$ cat src/rtl/interp_pkg.sv
// Shared definitions for the interpolation datapath: sample-row width,
// routing state encoding and the default burst length for the row demux.
package interp_pkg;

  localparam int SAMPLE_ROW_W  = 165;
  localparam int BURST_LEN_DEF = 8;
  localparam int NUM_BR        = 2;

  typedef enum logic {
    R0 = 1'b0,
    R1 = 1'b1
  } route_e;

endpackage

$ cat src/rtl/out_slot_reg.sv
// One-entry valid/ready output register. The parent raises load only when
// the slot reports free, so a drain and a refill may share a cycle.
module out_slot_reg
  import interp_pkg::*;
#(
  parameter int WIDTH = SAMPLE_ROW_W
) (
  input  logic             clk,
  input  logic             rst_n,
  input  logic             load,
  input  logic [WIDTH-1:0] din,
  input  logic             rdy,
  output logic [WIDTH-1:0] dout,
  output logic             vld,
  output logic             free
);

  assign free = ~vld | rdy;

  // Data only moves on load, so a drained slot keeps its last word.
  always_ff @(posedge clk or negedge rst_n) begin
    if (!rst_n) begin
      dout <= '0;
      vld  <= 1'b0;
    end else if (load) begin
      dout <= din;
      vld  <= 1'b1;
    end else if (rdy) begin
      vld  <= 1'b0;
    end
  end

endmodule

$ cat src/rtl/demux_12_reg.sv
// Registered 1:2 demux for sample rows, explicit (sel) or auto-alternating
// bursts. Define DEMUX_12_BEAT_CNT_EN to add per-branch delivered-beat counters.
module demux_12_reg
  import interp_pkg::*;
#(
  parameter int WIDTH     = SAMPLE_ROW_W,
  parameter int BURST_LEN = BURST_LEN_DEF,
  parameter int CNT_W     = 4
) (
  input  logic                    clk,
  input  logic                    rst_n,
  input  logic signed [WIDTH-1:0] in,
  input  logic                    in_valid,
  output logic                    in_ready,
  input  logic                    sel,
  input  logic                    mode,
  output logic signed [WIDTH-1:0] out0,
  output logic                    out0_valid,
  input  logic                    out0_ready,
  output logic signed [WIDTH-1:0] out1,
  output logic                    out1_valid,
  input  logic                    out1_ready,
`ifdef DEMUX_12_BEAT_CNT_EN
  output logic [15:0]             beats0,
  output logic [15:0]             beats1,
`endif
  output logic                    route
);

  localparam logic [CNT_W-1:0] CNT_LAST = CNT_W'(BURST_LEN - 1);

  logic [NUM_BR-1:0]            slot_rdy, slot_vld, slot_free, slot_load;
  logic [NUM_BR-1:0][WIDTH-1:0] slot_dat;

  route_e           state_q, state_d;
  logic [CNT_W-1:0] cnt_q, cnt_d;
  logic             mode_q;
  logic             tgt, accept, mode_chg;

  assign slot_rdy = {out1_ready, out0_ready};
  assign tgt      = mode ? state_q : sel;
  assign route    = tgt;
  assign in_ready = slot_free[tgt];
  assign accept   = in_valid & in_ready;
  assign mode_chg = mode ^ mode_q;

  for (genvar b = 0; b < NUM_BR; b++) begin : g_slot
    assign slot_load[b] = accept & (tgt == 1'(b));
    out_slot_reg #(.WIDTH(WIDTH)) u_slot (
      .clk  (clk),
      .rst_n(rst_n),
      .load (slot_load[b]),
      .din  (in),
      .rdy  (slot_rdy[b]),
      .dout (slot_dat[b]),
      .vld  (slot_vld[b]),
      .free (slot_free[b])
    );
  end

  assign out0       = slot_dat[0];
  assign out1       = slot_dat[1];
  assign out0_valid = slot_vld[0];
  assign out1_valid = slot_vld[1];

  always_ff @(posedge clk or negedge rst_n) begin
    if (!rst_n) begin
      state_q <= R0;
      cnt_q   <= '0;
      mode_q  <= 1'b0;
    end else begin
      state_q <= state_d;
      cnt_q   <= cnt_d;
      mode_q  <= mode;
    end
  end

  // A mode change wins over any burst progress made on the same edge.
  always_comb begin
    state_d = state_q;
    cnt_d   = cnt_q;
    if (mode_chg) begin
      state_d = R0;
      cnt_d   = '0;
    end else if (mode && accept) begin
      if (cnt_q == CNT_LAST) begin
        cnt_d   = '0;
        state_d = (state_q == R0) ? R1 : R0;
      end else begin
        cnt_d = cnt_q + 1'b1;
      end
    end
  end

`ifdef DEMUX_12_BEAT_CNT_EN
  logic [NUM_BR-1:0][15:0] beats_q;

  always_ff @(posedge clk or negedge rst_n) begin
    if (!rst_n) begin
      beats_q <= '0;
    end else begin
      for (int b = 0; b < NUM_BR; b++) begin
        if (mode_chg)
          beats_q[b] <= '0;
        else if (slot_vld[b] & slot_rdy[b])
          beats_q[b] <= beats_q[b] + 16'd1;
      end
    end
  end

  assign beats0 = beats_q[0];
  assign beats1 = beats_q[1];
`endif

endmodule

$ cat config.mk
export PLATFORM = sky130hd
export DESIGN_NAME = demux_12_reg
export DESIGN_NICKNAME = d
export VERILOG_FILES = /design/src/rtl/interp_pkg.sv /design/src/rtl/out_slot_reg.sv /design/src/rtl/demux_12_reg.sv
export SDC_FILE = /design/constraint.sdc
export NUM_CORES = 1
export LEC_CHECK = 0
export CELL_PAD_IN_SITES_DETAIL_PLACEMENT = 2
export CELL_PAD_IN_SITES_GLOBAL_PLACEMENT = 2
export CORE_AREA = 2 2 201 253
export CTS_CLUSTER_SIZE = 12
export DETAILED_ROUTE_END_ITERATION = 10
export DIE_AREA = 0 0 203 255
export PLACE_DENSITY = 0.78
export SLEW_MARGIN = 5
export SYNTH_ARGS = -nofsm -noshare
export SYNTH_HDL_FRONTEND = slang
export SYNTH_SLANG_ARGS = --single-unit
$ cat constraint.sdc
create_clock -name clk -period 1.9 [get_ports clk]
set_clock_uncertainty 0.15 [all_clocks]
set_input_delay 0.285 -clock clk [delete_from_list [all_inputs] [get_ports clk]]
set_output_delay 0.285 -clock clk [all_outputs]
set_load 0.01 [all_outputs]
==> run_results.csv <==
group,metric,value,unit
status,status,"complete, but fails checks",
status,violations,"negative setup slack",
sta,relSlewSlack,0.732,
sta,worst_pin_slew,402,ps
worst_setup_path,end_kind,"flip-flop",
layout,fillers,4854,
layout,area_delta_synth_final,63.9,%
power_and_ir_drop,internal_power,16.2,mW
yosys,syn_avg_cell_area,17.1,µm²
power_and_ir_drop,p_leak,9.97,nW
yosys,synth_fp_nets,917,
route,dr.pass1.iters,4,
power_and_ir_drop,power_density,1080,nW/µm²
power_and_ir_drop,pwr-share-seq,0.416,
sta,fin_ws,-127,ps
clock_network,clock_latency,530,ps
worst_setup_path,crit_slowest_cell,"dfrtp_2",
yosys,synth_edf_count,0,
route,dr_total_vias,8831,
clock_network,ctsHtreeMaxLevel,2,
power_and_ir_drop,clkPwrFrac,0.328,
die,die_height,255,µm
worst_setup_path,ff2ff_setup_slack,-130,ps
yosys,synth-seq-cells,338,
die,io_pins,506,
worst_setup_path,path_common_cell,"buf_12",
clock_network,cts_tree,"built",
power_and_ir_drop,combPwrFrac,0.256,
route,wl_per_cell,23.6,µm
yosys,synth_cell_types,25,
placement,dp_hpwl,33900,µm
global_routing,grt_pass1_wl,67600,µm
die,initial_utilization,0.257,
placement,gp_congestion,0.775,
worst_hold_path,hold_path.class,"input port to asynchronous set/reset pin",
power_and_ir_drop,sw_frac_of_total,0.281,
worst_setup_path,required,2170,ps
layout,nNetsFinal,1512,
yosys,synth_top_area_share,0.664,
clock_network,cts_root_buffer,"clkbuf_16",
sta,hold_viol_final,0,
global_routing,grt_pass1_vias,10300,
route,vias_per_cell,4.36,
worst_setup_path,cp_top_family,"buffers and inverters",
route,wirelength,47800,µm
clock_network,numCtsBuffers,38,
die,dieWidth,203,µm
sta,tns,-10190,ps
yosys,synth_top_area_cell,"dfrtp_1",
sta,rsz0062_at_grt,"true",
yosys,ys_top_cells_by_count,"dfrtp_1, mux2_1, mux2_2",
worst_setup_path,cp_max_fo,6,
layout,drive_gt1_frac,0.287,
run,max_cap_violations,0,
yosys,ys_warn_count,0,
route,drcViolationCount,0,
placement,place_area,19100,µm²
sta,fin_crit,2030,ps
power_and_ir_drop,peakVddDrop,0.000705,V
sta,timing.final.crit_share,1.07,
worst_setup_path,worst-path-buf-inv,5,
worst_setup_path,cp_data_arrival_time,2300,ps
sta,slew_violations,0,
yosys,synth.most_common_cell,"dfrtp_1",
worst_setup_path,cp-start-kind,"flip-flop",
global_routing,antenna_found_initial,2,
die,die-area,51800,µm²
sta,fmax,493,MHz
placement,io_buffers,505,
yosys,synth_area_leaders,"dfrtp_1, mux2_1, mux2_2, buf_6, buf_4",
route,ant_nets,0,
route,drtIter0Drc,191,
die,fp-row-count,92,
yosys,syn-instance-count,744,
clock_network,cts.path.max_buffers,3,
yosys,ys_seq_area_frac,0.664,
yosys,syn_area,12700,µm²
yosys,ys.flop_type,"dfrtp_1",
worst_setup_path,crit_path_cell_trace,"mux2i_4, inv_2, buf_4, nand3_4, buf_12, buf_12, clkbuf_16, mux2_1",
die,fp.coreArea,49600,µm²
layout,stdcell_area,20900,µm²
sta,setup_viol,207,
clock_network,clk_pin_slew_worst_paths,60,ps
yosys,async_flop_share,1.00,
power_and_ir_drop,power,22.6,mW
clock_network,clock-sinks,338,
worst_setup_path,max_stage_delay,440,ps
global_routing,globalRouteTotalUtil,0.174,
power_and_ir_drop,power_switching,6.35,mW
global_routing,grt_max_degree,42,
worst_setup_path,critical_path_class,"flip-flop to flip-flop",
global_routing,grt_overflow,0,
[worst paths after layout]
check,from,to,cells past startpoint
worst min-delay path,rst_n,g_slot[1].u_slot.dout[156],2
worst min register to register,g_slot[0].u_slot.dout[163],g_slot[0].u_slot.dout[163],1
worst max register to register,state_q,g_slot[1].u_slot.dout[55],8
worst max-delay path,state_q,g_slot[1].u_slot.dout[55],8
min in group clk,in[51],g_slot[1].u_slot.dout[51],2
max in group asynchronous,rst_n,g_slot[0].u_slot.dout[154],4
[power by group through the flow]
stage / clock (mW) / sequential (mW) / combinational, mW
4_1_cts: 7.69 / 9.38 / 5.54
3_5_place_dp: 0 / 9.53 / 6.26
2_1_floorplan: 0 / 10.0 / 1.35
6_report: 7.41 / 9.39 / 5.80
3_3_place_gp: 0 / 9.40 / 6.07
5_1_grt: 7.93 / 9.57 / 6.16
[cell type report]
cell class | count | area [µm²] | area share
antenna | 4 | 10.0 | 0.000480
multi-input combinational | 368 | 4350 | 0.208
timing repair buffer | 592 | 5980 | 0.287
clock inverter | 5 | 75.1 | 0.00360
inverter | 1 | 3.75 | 0.000180
clock buffer | 58 | 1160 | 0.0556
tap | 658 | 823 | 0.0395
sequential | 338 | 8460 | 0.406
[routing by layer]
metal,share of wire,wire length (µm),track usage,up-vias
li1,-,-,-,3814
met5,0.00027,13,0,-
met4,0.030,1430,0.0582,2
met2,0.55,26100,0.335,324
met3,0.072,3420,0.0584,79
met1,0.35,16800,0.174,4612
[cell usage in the layout (no fill, tap or decap), types with 3 or more instances in the layout]
master           netlist  routed
nor2_1                 5       4
diode_2                0       4
dlymetal6s2s_1         0      34
dfrtp_1              338     337
clkbuf_1               0      10
nand2_1                7       7
dlygate4sd2_1          0     296
mux2i_1                3       3
mux2_4                 0      95
buf_4                 13      46
clkinv_2               0       3
mux2_2               155     147
mux2_1               175      88
buf_16                 0       7
clkbuf_8               0       7
clkdlybuf4s50_1        0     172
buf_6                 15       5
buf_12                 0      22
clkbuf_16              0      48
o21ai_0                6       6
[repair_timing]
action,CTS,global route
cloned,2,7
buffers inserted,5,8
endpoints found under the setup margin,512,259
resized for setup,332,126
hold buffers,1,0
pin swaps,0,2
endpoints found under the hold margin,274,0
[metrics by stage]
step	worst slack (ps)	hold WS, ps	cells	utilization
3_5_place_dp	-566	70.3	1935	0.385
4_1_cts	-125	75.0	2006	0.406
3_3_place_gp	-490	61.3	1935	0.385
2_1_floorplan	102	-161	744	-
6_report	-127	93.7	2024	0.420
5_1_grt	-195	82.7	2021	0.420
[cells by family after synthesis]
logic type,synth area share
flip-flops,0.664
multiplexers,0.295
buffers and inverters,0.0248
AND/OR/NAND/NOR,0.00796
AO/OA/AOI/OAI,0.00511
XOR/XNOR,0.00138
adder cells (fa/ha/maj),0.000983
[sequential cells by signal, indices dropped and copies added, names as in the netlist]
| name | flops |
|---|---|
| g_slot.u_slot.dout | 330 |
| cnt_q | 4 |
| g_slot.u_slot.vld | 2 |
| mode_q | 1 |
| state_q | 1 |
Power figures use the tool's default switching activity.
==> patch: new RTL, same flow settings <==
One comparison of `cnt_q` changes from == to >=.
--- a/src/rtl/demux_12_reg.sv
+++ b/src/rtl/demux_12_reg.sv
@@ -84,5 +84,5 @@
       cnt_d   = '0;
     end else if (mode && accept) begin
-      if (cnt_q == CNT_LAST) begin
+      if (cnt_q >= CNT_LAST) begin
         cnt_d   = '0;
         state_d = (state_q == R0) ? R1 : R0;
Formal check against the unedited RTL: no difference found for any inputs over 4 cycles, from zero or initial values and one cycle with rst_n low; that may be too few to reach the edited logic, so the function may still have changed.
==> patch against the original RTL <==
The run still ends with negative setup slack left. Sequential cell count did not move. Count of clock-buffer cells in the layout shrank 7. Synthesized area is 0.28% lower. Non-clock buffer count shrank 7. Cell area fell by 0.53%. Sequential share of layout area rose by 0.22 points. Largest cell class unchanged. Fmax fell by 2.7%. First-iteration DRC count up 15%. Worst hold slack improved by 0.026 ns. Power decreased by 2.5%. Setup slack got worse by 0.055 ns. Routed wire length rose by 0.37%.
==> patch: results (changes against the original RTL) <==
Run status
  • Outcome: finished, violations left
  • Failing checks: negative setup slack

GRT
  • Vias in the first global route: 10243 (-0.57%)
  • Largest net degree at the start of global routing: 58 (+38%)
  • GR Util met1: 18.0% (+0.65 points)
  • M3 GR Usage: 5.78% (-0.064 points)
  • Initial antenna violation count: 3 (+1)
  • First-pass GRT wire length: 67.3 mm (-0.56%)
  • GR Util All Layers: 17.2% (-0.14 points)

Pwr
  • P_leak: 9.99 nW (+0.22%)
  • Max VDD drop: 0.768 mV (+9.0%)

Layout
  • FILL cells: 4853 (-0.021%)

Clock tree
  • TritonCTS buffer count: 37 (-2.6%)

Place
  • RD Place Congestion: 0.767 (-1.0%)
  • Cells after DPL: 1921 (-0.72%)
  • Post-DP Area: 19000 um2 (-0.35%)
  • Hpwl dp: 33.0 mm (-2.7%)

Timing
  • Final setup viols: 211 (+1.9%)
  • Hold slack: 0.119 ns (+0.0257 ns)
  • Post-route setup slack: -0.182 ns (-0.0552 ns)

Setup path
  • Register-to-Register Path Depth: 7 (-1)

Routing
  • Total Wirelength: 47.9 mm (+0.37%)
  • Met2 wire len: 25.8 mm (-1.3%)
  • First DRT Iteration DRCs: 219 (+15%)
  • Uppermost layer routed: met4
  • Via density: 4.41 (+1.1%)

Synth
  • Mapped Avg Cell Area: 17.1 um2 (+0.13%)
  • Sequential fraction of the synthesis area: 66.6% (+0.18 points)
  • Synth area leaders: dfrtp_1, mux2_2, mux2_1
  • Synth cell count leaders: dfrtp_1, mux2_2, mux2_1
patch: cell families (layout without fill, tap and decap cells):
family / after synthesis / in the layout / share of synthesized area, %
compound gates: 8 / 8 / 0.424
flops: 338 / 338 / 66.6
mux: 334 / 334 / 29.8
fa+ha+maj: 1 / 1 / 0.0985
simple gates: 22 / 22 / 1.04
buf+inv: 38 / 644 / 1.96
other cells: 0 / 3 / 0
patch: what timing repair did:
action,in CTS,in global routing
gates resized for setup,323,116
hold buffers,1,0
endpoints found under the hold margin,338,0
cloned,2,10
buffers inserted,10,4
pin swaps,2,1
setup endpoints to repair,460,341
patch: cell type report:
type                            count  area, um2  share of cell area (%)
Sequential cell                   338       8460                    40.8
Timing Repair Buffer              585       6000                    28.9
Multi-Input combinational cell    365       4370                    21.1
Clock buffer                       51       1040                    5.01
Tap cell                          658        823                    3.97
Clock inverter                      6       40.0                   0.193
Inverter                            2       7.51                  0.0362
Antenna cell                        3       7.51                  0.0362
patch: worst max path at each step:
| stage | from | to | slack [ns] | depth (start not counted) |
|---|---|---|---|---|
| 2_1_floorplan | state_q | g_slot[1].u_slot.dout[118] | 0.08 | 6 |
| 3_3_place_gp | mode | in_ready | -0.55 | 5 |
| 3_5_place_dp | mode | g_slot[1].u_slot.dout[15] | -0.57 | 7 |
| 4_1_cts | state_q | in_ready | -0.13 | 5 |
| 5_1_grt | state_q | g_slot[1].u_slot.dout[155] | -0.22 | 7 |
| 6_report | state_q | g_slot[1].u_slot.dout[155] | -0.18 | 7 |
patch: where the power goes:
| group | total [mW] | internal (mW) | switching (mW) |
|---|---|---|---|
| clock | 6.69 | 3.79 | 2.90 |
| sequential | 9.39 | 8.60 | 0.788 |
| combinational | 5.95 | 3.33 | 2.62 |
